==> src/rtl/cache_addr_encoder.sv <==
// Line-burst address generator: turns a {tag, index} line identity into 2**OFFSET_WIDTH beat addresses.
// Optional macro CACHE_ENC_CRITICAL_WORD_FIRST_EN starts each burst at req_offset instead of 0.
module cache_addr_encoder #(
   parameter int ADDR_WIDTH   = 32,
   parameter int TAG_WIDTH    = 24,
   parameter int INDEX_WIDTH  = 6,
   parameter int OFFSET_WIDTH = 2
) (
   input  logic                    clk,
   input  logic                    rst,
   input  logic                    req_valid,
   output logic                    req_ready,
   input  logic [TAG_WIDTH-1:0]    req_tag,
   input  logic [INDEX_WIDTH-1:0]  req_index,
   input  logic [OFFSET_WIDTH-1:0] req_offset,
   output logic                    mem_addr_valid,
   input  logic                    mem_addr_ready,
   output logic [ADDR_WIDTH-1:0]   mem_addr,
   output logic                    mem_addr_last,
   output logic                    busy,
   output logic                    done
);

   generate
      if (TAG_WIDTH + INDEX_WIDTH + OFFSET_WIDTH != ADDR_WIDTH) begin : g_width_chk
         $error("cache_addr_encoder: tag+index+offset widths must equal ADDR_WIDTH");
      end
   endgenerate

   typedef enum logic {IDLE = 1'b0, BURST = 1'b1} state_t;

   state_t                  state, state_nxt;
   logic [TAG_WIDTH-1:0]    tag_q;
   logic [INDEX_WIDTH-1:0]  index_q;
   logic [OFFSET_WIDTH-1:0] cur_off;
   logic [OFFSET_WIDTH-1:0] beat_cnt;
   logic [OFFSET_WIDTH-1:0] start_off;
   logic                    done_q;
   logic                    accept;
   logic                    beat_fire;
   logic                    final_beat;

`ifdef CACHE_ENC_CRITICAL_WORD_FIRST_EN
   assign start_off = req_offset;
`else
   // Sequential order only; the offset port exists but is not consumed.
   logic unused_offset;
   assign unused_offset = ^req_offset;
   assign start_off     = '0;
`endif

   // The beat counter, not cur_off, decides the end of the line so wrapped bursts still end after a full line.
   assign final_beat = &beat_cnt;

   always_comb begin
      state_nxt      = state;
      req_ready      = 1'b0;
      mem_addr_valid = 1'b0;
      busy           = 1'b0;
      accept         = 1'b0;
      beat_fire      = 1'b0;
      case (state)
         IDLE: begin
            req_ready = 1'b1;
            if (req_valid) begin
               accept    = 1'b1;
               state_nxt = BURST;
            end
         end
         BURST: begin
            busy           = 1'b1;
            mem_addr_valid = 1'b1;
            if (mem_addr_ready) begin
               beat_fire = 1'b1;
               if (final_beat) state_nxt = IDLE;
            end
         end
         default: state_nxt = IDLE;
      endcase
   end

   assign mem_addr      = {tag_q, index_q, cur_off};
   assign mem_addr_last = (state == BURST) && final_beat;
   assign done          = done_q;

   always_ff @(posedge clk) begin
      if (rst) begin
         state    <= IDLE;
         tag_q    <= '0;
         index_q  <= '0;
         cur_off  <= '0;
         beat_cnt <= '0;
         done_q   <= 1'b0;
      end else begin
         state  <= state_nxt;
         done_q <= beat_fire && final_beat;
         if (accept) begin
            tag_q    <= req_tag;
            index_q  <= req_index;
            cur_off  <= start_off;
            beat_cnt <= '0;
         end else if (beat_fire) begin
            cur_off  <= cur_off + 1'b1;
            beat_cnt <= beat_cnt + 1'b1;
         end
      end
   end

endmodule

==> config.mk <==
export PLATFORM = sky130hd
export DESIGN_NAME = cache_addr_encoder
export DESIGN_NICKNAME = d
export VERILOG_FILES = /design/src/rtl/cache_addr_encoder.sv
export SDC_FILE = /design/constraint.sdc
export NUM_CORES = 1
export LEC_CHECK = 0
export CAP_MARGIN = 10
export CORE_AREA = 2 2 91 49
export DETAILED_ROUTE_END_ITERATION = 12
export DIE_AREA = 0 0 93 51
export GPL_ROUTABILITY_DRIVEN = 0
export PLACE_DENSITY_LB_ADDON = 0.15
export REMOVE_ABC_BUFFERS = 1
export SLEW_MARGIN = 10
export SYNTH_ARGS = -nofsm -noshare
export SYNTH_HDL_FRONTEND = slang
export SYNTH_SLANG_ARGS = --single-unit
==> constraint.sdc <==
create_clock -name clk -period 1 [get_ports clk]
set_clock_uncertainty 0.05 [all_clocks]
set_input_delay 0.2 -clock clk [delete_from_list [all_inputs] [get_ports clk]]
set_output_delay 0.2 -clock clk [all_outputs]
set_load 0.02 [all_outputs]
==> impl_results.md <==
- Outcome: finished with violations
- Violated checks: setup timing
- Final Max Slew Viols: 0
- Mapped Cells: 161
- Hold_buf cts: 0
- Initial drt markers: 30
- Startpoint types: register
- Cell area after synthesis: 0.001291 mm²
- Vias: 1441
- DRT Pass-1 Iters: 4
- Ys Warns: 0
- CP Max Fanout: 2
- Area grow syn2layout: 120.2%
- CTS tree: done
- Mean post-synth cell area: 8.020 µm²
- Total global-route track usage: 16.12%
- WP data arrival: 1.03 ns
- H-tree depth: 2
- FP Rows: 17
- Largest net degree at the start of global routing: 31
- Switching power: 956.6 µW
- IO Port Bufs: 70
- Share of cells above drive strength 1: 65.77%
- Most frequent cells in the layout: buf_6, nand2_1, dfxtp_2, clkdlybuf4s50_1, a21oi_2
- Int Pwr: 2.592 mW
- Footprint of the multi-input gates: 772.0 µm²
- Register share of total power: 44.6%
- PwrDens: 1248 mW/mm²
- Crit share post-route: 127.7%
- Full die area: 0.004743 mm²
- R2r setup slk: -0.28 ns
- Worst-Skew Late Latency: 0.28 ns
- Antenna Cells: 0
- PnR worst setup slack: -0.2774 ns
- Final net count: 296
- Die outline width: 93 µm
- Leak: 1.174 nW
- Sw Ratio: 26.95%
- Total gr overflow: 0
- DP Cell Count: 292
- Layout Cells excl Fill: 317
- Slew at the pin with the worst max-slew slack: 0.2878 ns
- # IOs: 73
- Final ANT Viol Nets: 0
- Number of synthesized register bits: 36
- Setup violators final: 42
- Starting density of the core: 31.62%
- Drc violations: 0
- Die extent in y: 51 µm
- FMAX: 782.8 MHz
- DR vias/cell: 4.546
- WL final: 4485 µm
- RSZ-0062 raised after global routing: true
- CP Capture Type: output port
- Post-synth EDFFs: 0
- Worst-path clk slew: 0.07 ns
- Clk sinks: 36
- Post-route minimum period: 1.277 ns
- Final Util: 69.61%
- Core box area: 0.004084 mm²
- Max-capacitance violation count: 0
- Root buf cell: clkbuf_8
- CTS max path bufs: 2
- Per-cell routed wire length: 14.15 µm
- Post-synth cell types: 21
- Synth Flop Type: dfxtp_1
- Combinational Power Share: 25.9%
- Peak supply drop: 673.1 µV
- Critical path type: reg -> out
- Hold Crit Class: in -> reg
- FILL cells: 319
- Commonest non-fill, non-tap cell in the layout: buf_6
- Rel. slew slack: 80.78%
- Initial antenna violation count: 0
- Async SR Flop Fraction: 0%
- Clock power frac: 29.5%
- Vias in the first global route: 1271
- Register area share after synthesis: 55.81%
- Register area: 768.2 µm²
- First-pass GRT wire length: 5830 µm
- CTS buffer count: 5
- Final hold viol count: 0
- Worst path required time: 0.75 ns
- Post-DP HPWL: 2524 µm
[through the flow]
stage               power (mW)  TNS [ns]  setup WS (ns)  cell area, µm²  hold slack, ns
floorplan                1.810    -24.94        -0.7625            1232          0.2191
global placement         2.221    -19.46        -0.4246            2150          0.3913
detailed placement       2.226    -20.13        -0.4289            2150          0.3960
CTS                      3.342    -7.482        -0.2870            2377          0.3974
global route             3.721    -11.27        -0.3310            2843          0.3465
finish                   3.549    -8.982        -0.2774            2843          0.3445
[worst max-delay path, stage by stage (launching register included)]
cell,delay (ns)
dfxtp_2,0.34
ha_4,0.16
and2_4,0.13
buf_6,0.12
[synth_stat cells, drive strengths merged, types with 2 or more instances]
cell / n / share of area, %
dfxtp: 36 / 56
a21oi: 33 / 13
nand3b: 2 / 1.2
nand2: 63 / 18
nor2: 3 / 0.87
buf: 10 / 4.0
clkbuf: 2 / 0.58
[registers in the layout, summed over array words and instances, names as in the netlist]
signal	flops
done	1
index_q	6
cur_off	2
tag_q	24
state	1
beat_cnt	2
[layout make-up]
| type | count | area share (%) |
|---|---|---|
| Clock buffer | 8 | 3.169 |
| Tap cell | 57 | 2.509 |
| Multi-Input combinational cell | 112 | 27.16 |
| Timing Repair Buffer | 103 | 40.01 |
| Sequential cell | 36 | 27.02 |
| Inverter | 1 | 0.1320 |
[per-layer routing]
| metal | GRT usage [%] | wire length, µm | vias to the layer above |
|---|---|---|---|
| met4 | 6.618 | 42 | 0 |
| met1 | 21.15 | 2123 | 661 |
| met2 | 23.67 | 1986 | 56 |
| met5 | 0 | 0 | - |
| li1 | - | - | 717 |
| met3 | 6.490 | 333 | 7 |
[repair_timing]
| action | CTS | global route |
|---|---|---|
| gates resized for setup | 261 | 86 |
| cloned | 1 | 5 |
| pin swaps | 1 | 24 |
| buffers inserted | 3 | 9 |
| setup endpoints to repair | 73 | 73 |
[final timing paths]
path                   from             to  cells after the start
max             beat_cnt[0]  mem_addr_last                      3
min          mem_addr_ready           done                      4
max reg2reg           state       tag_q[0]                      5
min reg2reg       tag_q[16]      tag_q[16]                      2
[logic make-up after synthesis]
family | after synthesis | synth area share (%)
AO/OA/AOI/OAI | 36 | 14.34
AND/OR/NAND/NOR | 74 | 23.26
adder cells (fa/ha/maj) | 1 | 0.9688
buffers and inverters | 13 | 4.845
multiplexers | 1 | 0.7752
flip-flops | 36 | 55.81
[power by group through the flow]
stage               Sequential, mW  Combinational (mW)  Clock [mW]
detailed placement            1.58               0.644           0
global placement              1.58               0.643           0
floorplan                     1.68               0.129           0
global route                  1.59               0.975        1.16
finish                        1.58               0.920        1.05
CTS                           1.58               0.695        1.07
Power figures use the tool's default switching activity.
